$ cat config.mk
export PLATFORM = sky130hd
export DESIGN_NAME = serial_program_loader
export DESIGN_NICKNAME = d
export VERILOG_FILES = /design/src/rtl/loader_pkg.sv /design/src/rtl/uart_rx_byte.sv /design/src/rtl/serial_program_loader.sv
export SDC_FILE = /design/constraint.sdc
export NUM_CORES = 1
export LEC_CHECK = 0
export CORE_ASPECT_RATIO = 0.9
export CORE_MARGIN = 4
export CORE_UTILIZATION = 30
export CTS_CLUSTER_SIZE = 8
export DETAILED_ROUTE_END_ITERATION = 6
export PLACE_DENSITY = 0.46
export SLEW_MARGIN = 20
export SYNTH_ARGS = -nofsm -noshare
export SYNTH_HDL_FRONTEND = slang
export SYNTH_SLANG_ARGS = --single-unit
$ cat constraint.sdc
create_clock -name clk -period 5.5 [get_ports clk]
set_input_delay 1.375 -clock clk [delete_from_list [all_inputs] [get_ports clk]]
set_output_delay 1.375 -clock clk [all_outputs]
set_load 0.03 [all_outputs]
$ cat src/rtl/loader_pkg.sv
// Shared types and constants for the serial program loader.
// Optional checksum stage is enabled by defining LOADER_CHECKSUM_EN.
package loader_pkg;

    typedef enum logic [2:0] {
        ST_SYNC,
        ST_LEN0,
        ST_LEN1,
        ST_DATA,
        ST_SUM,
        ST_DONE
    } ld_state_e;

    typedef enum logic [1:0] {
        RX_IDLE,
        RX_START,
        RX_DATA,
        RX_STOP
    } rx_state_e;

    localparam logic [7:0] SYNC_BYTE = 8'hA5;

    // Largest word count that fits in a RAM of 2**addr_w words.
    function automatic logic [16:0] max_len_words(input int addr_w);
        logic [16:0] one;
        one = 17'd1;
        return one << addr_w;
    endfunction

endpackage

$ cat src/rtl/uart_rx_byte.sv
// 8N1 serial byte receiver: synchroniser, mid-bit sampling down-counter, shift register.
// byte_valid / frame_err pulse in the cycle the stop bit is sampled.
module uart_rx_byte
    import loader_pkg::*;
#(
    parameter int CLK_DIV = 139
) (
    input  logic       clk,
    input  logic       resetn,
    input  logic       ser_rx,
    output logic       byte_valid,
    output logic [7:0] byte_data,
    output logic       frame_err
);

    localparam int CNT_W = $clog2(CLK_DIV);
    localparam logic [CNT_W-1:0] FULL_LD = CNT_W'(CLK_DIV - 1);
    localparam logic [CNT_W-1:0] HALF_LD = CNT_W'(CLK_DIV / 2 - 1);

    rx_state_e        rx_state_q, rx_state_d;
    logic [2:0]       sync_q, sync_d;
    logic [CNT_W-1:0] cnt_q, cnt_d;
    logic [2:0]       bit_q, bit_d;
    logic [7:0]       shift_q, shift_d;

    logic rx_s;
    logic fall;
    logic tc;

    // sync_q[1] is the synchronised line, sync_q[2] its previous value for edge detect
    assign rx_s      = sync_q[1];
    assign fall      = sync_q[2] & ~sync_q[1];
    assign tc        = (cnt_q == '0);
    assign byte_data = shift_q;

    always_comb begin
        sync_d     = {sync_q[1:0], ser_rx};
        rx_state_d = rx_state_q;
        cnt_d      = cnt_q;
        bit_d      = bit_q;
        shift_d    = shift_q;
        byte_valid = 1'b0;
        frame_err  = 1'b0;
        case (rx_state_q)
            RX_IDLE: begin
                if (fall) begin
                    rx_state_d = RX_START;
                    cnt_d      = HALF_LD;
                end
            end
            RX_START: begin
                if (!tc) begin
                    cnt_d = cnt_q - 1'b1;
                end else if (rx_s) begin
                    rx_state_d = RX_IDLE;
                end else begin
                    rx_state_d = RX_DATA;
                    cnt_d      = FULL_LD;
                    bit_d      = 3'd0;
                end
            end
            RX_DATA: begin
                if (!tc) begin
                    cnt_d = cnt_q - 1'b1;
                end else begin
                    shift_d = {rx_s, shift_q[7:1]};
                    cnt_d   = FULL_LD;
                    bit_d   = bit_q + 3'd1;
                    if (bit_q == 3'd7) begin
                        rx_state_d = RX_STOP;
                    end
                end
            end
            RX_STOP: begin
                if (!tc) begin
                    cnt_d = cnt_q - 1'b1;
                end else begin
                    rx_state_d = RX_IDLE;
                    byte_valid = rx_s;
                    frame_err  = ~rx_s;
                end
            end
            default: rx_state_d = RX_IDLE;
        endcase
    end

    always_ff @(posedge clk or negedge resetn) begin
        if (!resetn) begin
            rx_state_q <= RX_IDLE;
            sync_q     <= 3'b111;
            cnt_q      <= '0;
            bit_q      <= 3'd0;
            shift_q    <= 8'd0;
        end else begin
            rx_state_q <= rx_state_d;
            sync_q     <= sync_d;
            cnt_q      <= cnt_d;
            bit_q      <= bit_d;
            shift_q    <= shift_d;
        end
    end

endmodule

$ cat src/rtl/serial_program_loader.sv
// Boot loader: receives a framed image over serial and writes 32-bit LE words to instruction RAM.
// Define LOADER_CHECKSUM_EN to require a trailing 8-bit checksum byte before releasing the CPU.
//
// state | meaning
// SYNC  | hunting for the 0xA5 sync byte
// LEN0  | expecting word count low byte
// LEN1  | expecting word count high byte, range check
// DATA  | assembling and writing image words
// SUM   | expecting checksum byte (checksum builds only)
// DONE  | image loaded, cpu_run held, input ignored until reset
module serial_program_loader
    import loader_pkg::*;
#(
    parameter int CLK_DIV = 139,
    parameter int ADDR_W  = 11
) (
    input  logic              clk,
    input  logic              resetn,
    input  logic              ser_rx,
    output logic [ADDR_W-1:0] ram_addr,
    output logic [31:0]       ram_wdata,
    output logic              ram_we,
    output logic              cpu_run,
    output logic              load_err,
    output logic              busy
);

    logic       rx_valid;
    logic       rx_err;
    logic [7:0] rx_data;

    uart_rx_byte #(.CLK_DIV(CLK_DIV)) u_rx (
        .clk       (clk),
        .resetn    (resetn),
        .ser_rx    (ser_rx),
        .byte_valid(rx_valid),
        .byte_data (rx_data),
        .frame_err (rx_err)
    );

    ld_state_e         state_q, state_d;
    logic [7:0]        len_lo_q, len_lo_d;
    logic [15:0]       len_q, len_d;
    logic [ADDR_W:0]   idx_q, idx_d;
    logic [1:0]        bcnt_q, bcnt_d;
    logic [23:0]       word_q, word_d;
    logic [7:0]        sum_q, sum_d;
    logic [ADDR_W-1:0] ram_addr_q, ram_addr_d;
    logic [31:0]       ram_wdata_q, ram_wdata_d;
    logic              ram_we_q, ram_we_d;
    logic              cpu_run_q, cpu_run_d;
    logic              load_err_q, load_err_d;
    logic              busy_q, busy_d;

    logic [15:0] len_rx;
    logic [16:0] idx_inc;
    logic        image_end;

    assign len_rx  = {rx_data, len_lo_q};
    assign idx_inc = 17'(idx_q) + 17'd1;

    always_comb begin
        state_d     = state_q;
        len_lo_d    = len_lo_q;
        len_d       = len_q;
        idx_d       = idx_q;
        bcnt_d      = bcnt_q;
        word_d      = word_q;
        sum_d       = sum_q;
        ram_addr_d  = ram_addr_q;
        ram_wdata_d = ram_wdata_q;
        ram_we_d    = 1'b0;
        cpu_run_d   = cpu_run_q;
        load_err_d  = load_err_q;
        busy_d      = busy_q;
        image_end   = 1'b0;

        if (rx_err) begin
            if (state_q != ST_DONE) begin
                load_err_d = 1'b1;
            end
            if (state_q != ST_SYNC && state_q != ST_DONE) begin
                state_d = ST_SYNC;
                busy_d  = 1'b0;
            end
        end else if (rx_valid) begin
            case (state_q)
                ST_SYNC: begin
                    if (rx_data == SYNC_BYTE) begin
                        load_err_d = 1'b0;
                        idx_d      = '0;
                        sum_d      = 8'd0;
                        bcnt_d     = 2'd0;
                        busy_d     = 1'b1;
                        state_d    = ST_LEN0;
                    end
                end
                ST_LEN0: begin
                    len_lo_d = rx_data;
                    sum_d    = sum_q + rx_data;
                    state_d  = ST_LEN1;
                end
                ST_LEN1: begin
                    sum_d = sum_q + rx_data;
                    len_d = len_rx;
                    if ({1'b0, len_rx} > max_len_words(ADDR_W)) begin
                        load_err_d = 1'b1;
                        busy_d     = 1'b0;
                        state_d    = ST_SYNC;
                    end else if (len_rx == 16'd0) begin
                        image_end = 1'b1;
                    end else begin
                        state_d = ST_DATA;
                    end
                end
                ST_DATA: begin
                    sum_d  = sum_q + rx_data;
                    bcnt_d = bcnt_q + 2'd1;
                    case (bcnt_q)
                        2'd0: word_d[7:0]   = rx_data;
                        2'd1: word_d[15:8]  = rx_data;
                        2'd2: word_d[23:16] = rx_data;
                        default: begin
                            ram_we_d    = 1'b1;
                            ram_addr_d  = idx_q[ADDR_W-1:0];
                            ram_wdata_d = {rx_data, word_q};
                            idx_d       = idx_inc[ADDR_W:0];
                            image_end   = (idx_inc == {1'b0, len_q});
                        end
                    endcase
                end
`ifdef LOADER_CHECKSUM_EN
                ST_SUM: begin
                    busy_d = 1'b0;
                    if (rx_data == sum_q) begin
                        cpu_run_d = 1'b1;
                        state_d   = ST_DONE;
                    end else begin
                        load_err_d = 1'b1;
                        state_d    = ST_SYNC;
                    end
                end
`endif
                default: ;
            endcase
        end

        if (image_end) begin
`ifdef LOADER_CHECKSUM_EN
            state_d   = ST_SUM;
`else
            state_d   = ST_DONE;
            cpu_run_d = 1'b1;
            busy_d    = 1'b0;
`endif
        end
    end

    always_ff @(posedge clk or negedge resetn) begin
        if (!resetn) begin
            state_q     <= ST_SYNC;
            len_lo_q    <= 8'd0;
            len_q       <= 16'd0;
            idx_q       <= '0;
            bcnt_q      <= 2'd0;
            word_q      <= 24'd0;
            sum_q       <= 8'd0;
            ram_addr_q  <= '0;
            ram_wdata_q <= 32'd0;
            ram_we_q    <= 1'b0;
            cpu_run_q   <= 1'b0;
            load_err_q  <= 1'b0;
            busy_q      <= 1'b0;
        end else begin
            state_q     <= state_d;
            len_lo_q    <= len_lo_d;
            len_q       <= len_d;
            idx_q       <= idx_d;
            bcnt_q      <= bcnt_d;
            word_q      <= word_d;
            sum_q       <= sum_d;
            ram_addr_q  <= ram_addr_d;
            ram_wdata_q <= ram_wdata_d;
            ram_we_q    <= ram_we_d;
            cpu_run_q   <= cpu_run_d;
            load_err_q  <= load_err_d;
            busy_q      <= busy_d;
        end
    end

    assign ram_addr  = ram_addr_q;
    assign ram_wdata = ram_wdata_q;
    assign ram_we    = ram_we_q;
    assign cpu_run   = cpu_run_q;
    assign load_err  = load_err_q;
    assign busy      = busy_q;

endmodule

-- Word-level counts from Yosys, hierarchy flattened
Index checks and enable logic that the tools add are counted.
W data, S select, Z words.
- add/subtract/negate cells: 4
- magnitude comparators: 1
- equality and inequality tests: 29
- mux-type cells: 57
- bitwise logic cells: 4
- reduce and logical (&&, ||, !) cells: 30
- operators with widths (kind ; count):
    $mux W8 ; 5
    $pmux W8 S4 ; 1
    $mux W3 ; 10
    $reduce_and A5 Y1 ; 5
    $mux W1 ; 24
    $mux W12 ; 2
    $pmux W12 S2 ; 1
    $reduce_and A4 Y1 ; 6
    $eq A13 B16 Y1 ; 1
    $gt A16 B12 Y1 const B ; 1
    $logic_not A16 Y1 ; 1
    $mux W2 ; 7
    $add A12 B1 Y13 const B ; 1
    $ne A2 B1 Y1 const B ; 6
    $ne A3 B3 Y1 const B ; 4
    $pmux W3 S3 ; 1
    $reduce_and A3 Y1 ; 3
    $reduce_bool A3 Y1 ; 3
    $eq A8 B8 Y1 const B ; 1
    $logic_not A8 Y1 ; 1
    $ne A2 B2 Y1 const B ; 4
    $ne A4 B4 Y1 const B ; 2
    $pmux W2 S4 ; 1
    $sub A8 B1 Y8 const B ; 1
    22 further kinds ; 33
- register bits: 136
- bits of input ports: 3
- output and inout port bits: 47
- logic and storage cells: 144

-- Depth between registers and ports, before layout
- word-level depth: 8
- depth in mapped cells: 11
- gate-level depth less buffers: 8

-- Modules after synthesis
A second synthesis with hierarchy kept.
- cell total of the unflattened synthesis: 607
- area, all modules: 6329.8 um^2
- by module, submodules not included (module ; instances ; cells each ; area an instance (um^2) ; sequential area each (um^2)):
    serial_program_loader ; 1 ; 486 ; 5022.3 ; 2802.7
    uart_rx_byte ; 1 ; 121 ; 1307.5 ; 604.3

-- Worst setup path before layout
No wires, ideal clock.
- path kind: flip-flop to flip-flop
- start point: register u_rx.cnt_q[0]
- end point: register word_q[16]
- setup time: 0.125 ns
- arrival: 2.710 ns
- data required time: 5.375 ns
- path slack: 2.665 ns
- cell stages (with the launch flop): 10
- path buffers: 1
- period minus slack after synthesis: 2.835 ns
- cell sequence: dfrtp_1 inv_1 ha_1 or3b_1 buf_2 or4_4 nor3_2 nand2_1 nor2_4 mux2_2
- longest elaborated chain between the ends: 5
- elaborated cells on any way between the ends: 7
- those cells by class: 4 x mux; 1 x bitwise; 2 x reduce/logical
- RTL lines (item ; line ; RTL):
    from (decl) ; uart_rx_byte.sv:22 ; logic [CNT_W-1:0] cnt_q, cnt_d;
    from (signal assigned) ; uart_rx_byte.sv:97 ; cnt_q <= cnt_d;
    $logic_not A8 Y1 * ; uart_rx_byte.sv:33 ; assign tc = (cnt_q == '0);
    $mux W1 ; uart_rx_byte.sv:75 ; if (!tc) begin
    $mux W1 ; uart_rx_byte.sv:44 ; case (rx_state_q)
    $not A1 Y1 (no source line) ; n/a ;
    $reduce_and A4 Y1 (no source line) * ; n/a ;
    to (signal assigned) ; serial_program_loader.sv:180 ; word_q <= word_d;
    to (decl) ; serial_program_loader.sv:46 ; logic [23:0] word_q, word_d;
Every way passes the cells marked *; elsewhere a longest branch is shown, timed or not.
A chain may end at the register's enable or synchronous reset.

-- Worst setup path after layout
- start point: register u_rx.cnt_q[0]
- end point: register ram_wdata_q[29], in the netlist ram_wdata[29]
- longest elaborated chain between the ends: 5
- elaborated cells on any way between the ends: 7
- those cells by class: 4 x mux; 1 x bitwise; 2 x reduce/logical
- RTL lines (item ; line ; RTL):
    $logic_not A8 Y1 * ; uart_rx_byte.sv:33 ;
    $mux W1 ; uart_rx_byte.sv:75 ;
    $mux W1 ; uart_rx_byte.sv:44 ;
    $not A1 Y1 (no source line) ; n/a ;
    $reduce_and A4 Y1 (no source line) * ; n/a ;
    to (signal assigned) ; serial_program_loader.sv:183 ; ram_wdata_q <= ram_wdata_d;
    to (decl) ; serial_program_loader.sv:49 ; logic [31:0] ram_wdata_q, ram_wdata_d;
Marks and branches as above.

==> results.txt <==
The run finished with clean final reports. The run gives 21,100 µm² as the placeable core area. Measured along the y axis, the die boundary spans 148 µm. The count of cells along the worst register-to-register path was 7; the net total in the final layout was 590.

Once the floorplan was initialized, standard cells occupied 31.0% of the core. The die outline area was 24,200 µm²; the mean area per synthesized cell was 12.2 µm². Timing-limited maximum frequency: 309 MHz. The max-slew violation count was 0; the post-synthesis instance area was 6540 µm².

The area growth from synthesis to layout is 21.0%. For the post-DP HPWL, the log shows 9690 µm. The endpoint of the worst-slack reg-to-reg timing path was ram_wdata[29]. For the pin with the worst max-slew slack, the measured transition is 858 ps. For the synthesized netlist net count, the log shows 551. In this run the critical register-to-register path is launched from u_rx.cnt_q[0]. The fraction of the mapped netlist area in compound gates was 10.3%; the setup slack of the critical path after layout was 2260 ps. Once the clock tree was built, the resizer swapped 0 gates to a different size.

The total count of hold-check failures in the final report is 0. Buffers added to address setup during post-CTS repair amount to 0. Among all flip-flop cells after synthesis, the most frequent one is sky130_fd_sc_hd__dfrtp_1.

In the layout the commonest cells are sky130_fd_sc_hd__dfrtp_1, sky130_fd_sc_hd__mux2_2, sky130_fd_sc_hd__clkdlybuf4s50_1. The data required time at the worst endpoint was 5810 ps; the largest voltage drop on the vdd net was 0.223 mV. Once layout is done, the placed cells without fillers occupy 7910 µm². The logs give 0 for the DRC violations left and 50 for the number of top-level pins.

The share of flip-flops with an asynchronous set or reset came out at 100%. Number of enable flip-flop cells after synthesis: 0. The quantity of I/O buffers inserted on ports is 49, and the sum of routed wire length over all layers is 14,600 µm.

The run gives 3550 ps as the data arrival time at the worst-slack endpoint. The number of placed instances, taps included, is 841. Max-cap violations in this run came to 0. The logs give 536 for the number of instances in the synthesized netlist and 0 for the final setup violation count.

The post-detailed-route via-to-cell ratio came out at 4.82. From left edge to right edge, the die measures 164 µm. Yosys attributes the largest share of cell area to sky130_fd_sc_hd__dfrtp_1, sky130_fd_sc_hd__mux2_4, sky130_fd_sc_hd__mux2_2. The logs give 4 for the detailed-routing iteration count for the pre-antenna-repair pass and 42.8% for the relative max-transition margin. The via count of the first global-routing pass is 4,424, and the maximum clock skew at final layout is 6.81 ps. The Yosys step of the flow raised 0 warnings. The clock tree synthesis step divided the H-tree into 4 levels. The post-detailed-route count of antenna-violating nets was 0; the number of antenna repair diodes was 0. Minimum period implied by the final worst setup slack: 3240 ps. The latest clock arrival within the worst-skew pair came out at 430 ps.

The worst setup path is captured at a register. The highest fanout seen on the critical path was 39; the total number of placement rows was 50. For this design, the sink count on the clock tree is 136. The via count is 4,214. In the final routed layout, each cell accounts on average for 16.7 µm. For this design, the CTS-stage hold fixing added 0 buffers. After the first detailed-routing iteration, the DRC count stood at 210.

The unique cell type count in the Yosys netlist came out at 57. Leaving out filler cells and counting taps, the final layout contains 874. Launch point of the critical path: u_rx.cnt_q[0]. Entering global routing, the biggest net connects 105 pins. The largest total area in the synthesized netlist belongs to sky130_fd_sc_hd__dfrtp_1. Timing analysis after detailed placement gives a worst setup slack of 2240 ps. The total congestion overflow after global routing is 0. The run gives 17 as the TritonCTS buffer count.

The clock passes through at most 2 buffers. In this run the worst setup path terminates at ram_wdata[29]. In this run the cell area measured after placement is 7220 µm².

Setup repair after global routing left no endpoint under its margin. Counting instances, the worst hold path has a depth of 0. After synthesis, the largest family of logic cells by area is multiplexers.

The share of synthesized area spent on multiplexers came out at 19.6%. CTS placed an instance of sky130_fd_sc_hd__clkbuf_16 at the clock tree root. The type of origin of the critical path was a register. The sequential fraction of the synthesis area was 52.1%.

The share of final-layout standard cells stronger than drive strength 1 is 25.7%. The startpoint-to-endpoint class of the critical path is register to register. The kind of path behind the tightest hold check was register to register.

In this run the register-to-register setup slack is 2260 ps. Summing the areas of all xor and xnor instances in the mapped netlist gives 1.88% of the synthesized area. The synthesized netlist devotes 10.3% of its cell area to simple gates. At the end of routability-driven placement, the weighted congestion stood at 0.806.

The initial antenna violation count came out at 0. Global routing used 12.8% of the available tracks. The fraction of the core area covered by cells at the end of the flow is 37.5%.

The top cell type by area accounts for 50.9% of the synthesized area. After routing, the total negative slack on setup checks comes to 0 ps. The register clock-pin slew on the reported worst setup and hold paths is 60 ps. Global-route wire length before repair: 24,200 µm.

Leaving out fill and tap cells, the most frequent cell in the layout is sky130_fd_sc_hd__dfrtp_1. The synthesized netlist devotes 2.30% of its cell area to adder and majority cells. The power density normalized to cell area is 345 nW/µm², and the static power due to leakage is 3.75 nW. The final critical path takes up 58.9% of the cycle. TritonCTS built the clock tree.

Synthesis inferred 136 register bits.
[sequential cells by signal (all words and copies together) (netlist names), named ones only]
signal and flops:
idx_q 12, word_q 24, bcnt_q 2, ram_wdata 32
ram_we 1, u_rx.cnt_q 8, busy 1, u_rx.byte_data 8
ram_addr 11, u_rx.rx_state_q 1, u_rx.bit_q 3, len_q 16
len_lo_q 8, state_q 3, u_rx.sync_q 3, load_err 1
cpu_run 1
[logic make-up (layout without fill, tap and decap cells)]
logic type / count (synthesis) / count (layout)
fa+ha+maj: 12 / 12
mux: 100 / 100
xor+xnor: 14 / 14
simple gates: 128 / 128
buf+inv: 46 / 98
flops: 136 / 136
compound gates: 100 / 100
[worst max-delay path: stages (launching register included)]
cell and delay [ps]:
sky130_fd_sc_hd__dfrtp_1 400, sky130_fd_sc_hd__inv_1 80, sky130_fd_sc_hd__ha_1 180, sky130_fd_sc_hd__or3b_1 460
sky130_fd_sc_hd__or4_4 580, sky130_fd_sc_hd__or4_4 770, sky130_fd_sc_hd__buf_16 290, sky130_fd_sc_hd__mux2_4 330
[per-stage QoR]
| step | hold slack (ps) | total power (W) |
|---|---|---|
| 2_1_floorplan | 345 | 0.00138 |
| 3_3_place_gp | 347 | 0.00148 |
| 3_5_place_dp | 347 | 0.00149 |
| 4_1_cts | 356 | 0.00277 |
| 5_1_grt | 357 | 0.00288 |
| 6_report | 355 | 0.00273 |
[layout make-up]
class | count | area [µm²]
timing repair buffer | 51 | 529
fill | 2056 | 13200
sequential | 136 | 3410
inverter | 15 | 56.3
clock inverter | 12 | 198
clock buffer | 20 | 457
tap | 286 | 358
multi-input combinational | 354 | 2900
[cell usage after synthesis (all sizes together) (7+ instances only)]
library cell and instances:
inv 15, o21ai 32, nor3 13, buf 12, a21oi 17, nor2 24
o31ai 7, mux2 96, ha 12, dfrtp 133, nand3 15, xnor2 9
nand2 33, clkbuf 19
[metal layers]
layer  global-route usage (%)  vias to the layer above  wire [µm]
met5                        0                        -          0
met4                     4.82                        0        249
met3                     3.48                       18        513
met2                     19.3                       64       6660
met1                     17.7                     2110       7150
li1                         -                     2022          -
[worst min path at each step]
stage / from / to
global route: u_rx.sync_q[0] / u_rx.sync_q[1]
global placement: u_rx.sync_q[0] / u_rx.sync_q[1]
CTS: u_rx.sync_q[0] / u_rx.sync_q[1]
finish: u_rx.sync_q[0] / u_rx.sync_q[1]
detailed placement: u_rx.sync_q[0] / u_rx.sync_q[1]
floorplan: u_rx.sync_q[0] / u_rx.sync_q[1]
[power breakdown]
| part | leakage, nW | switching, W | internal (W) | total (W) |
|---|---|---|---|---|
| sequential | 1.88 | 0.0000550 | 0.00104 | 0.00110 |
| combinational | 1.56 | 0.000229 | 0.000142 | 0.000371 |
| clock | 0.316 | 0.000437 | 0.000827 | 0.00126 |
Power figures use the tool's default switching activity.
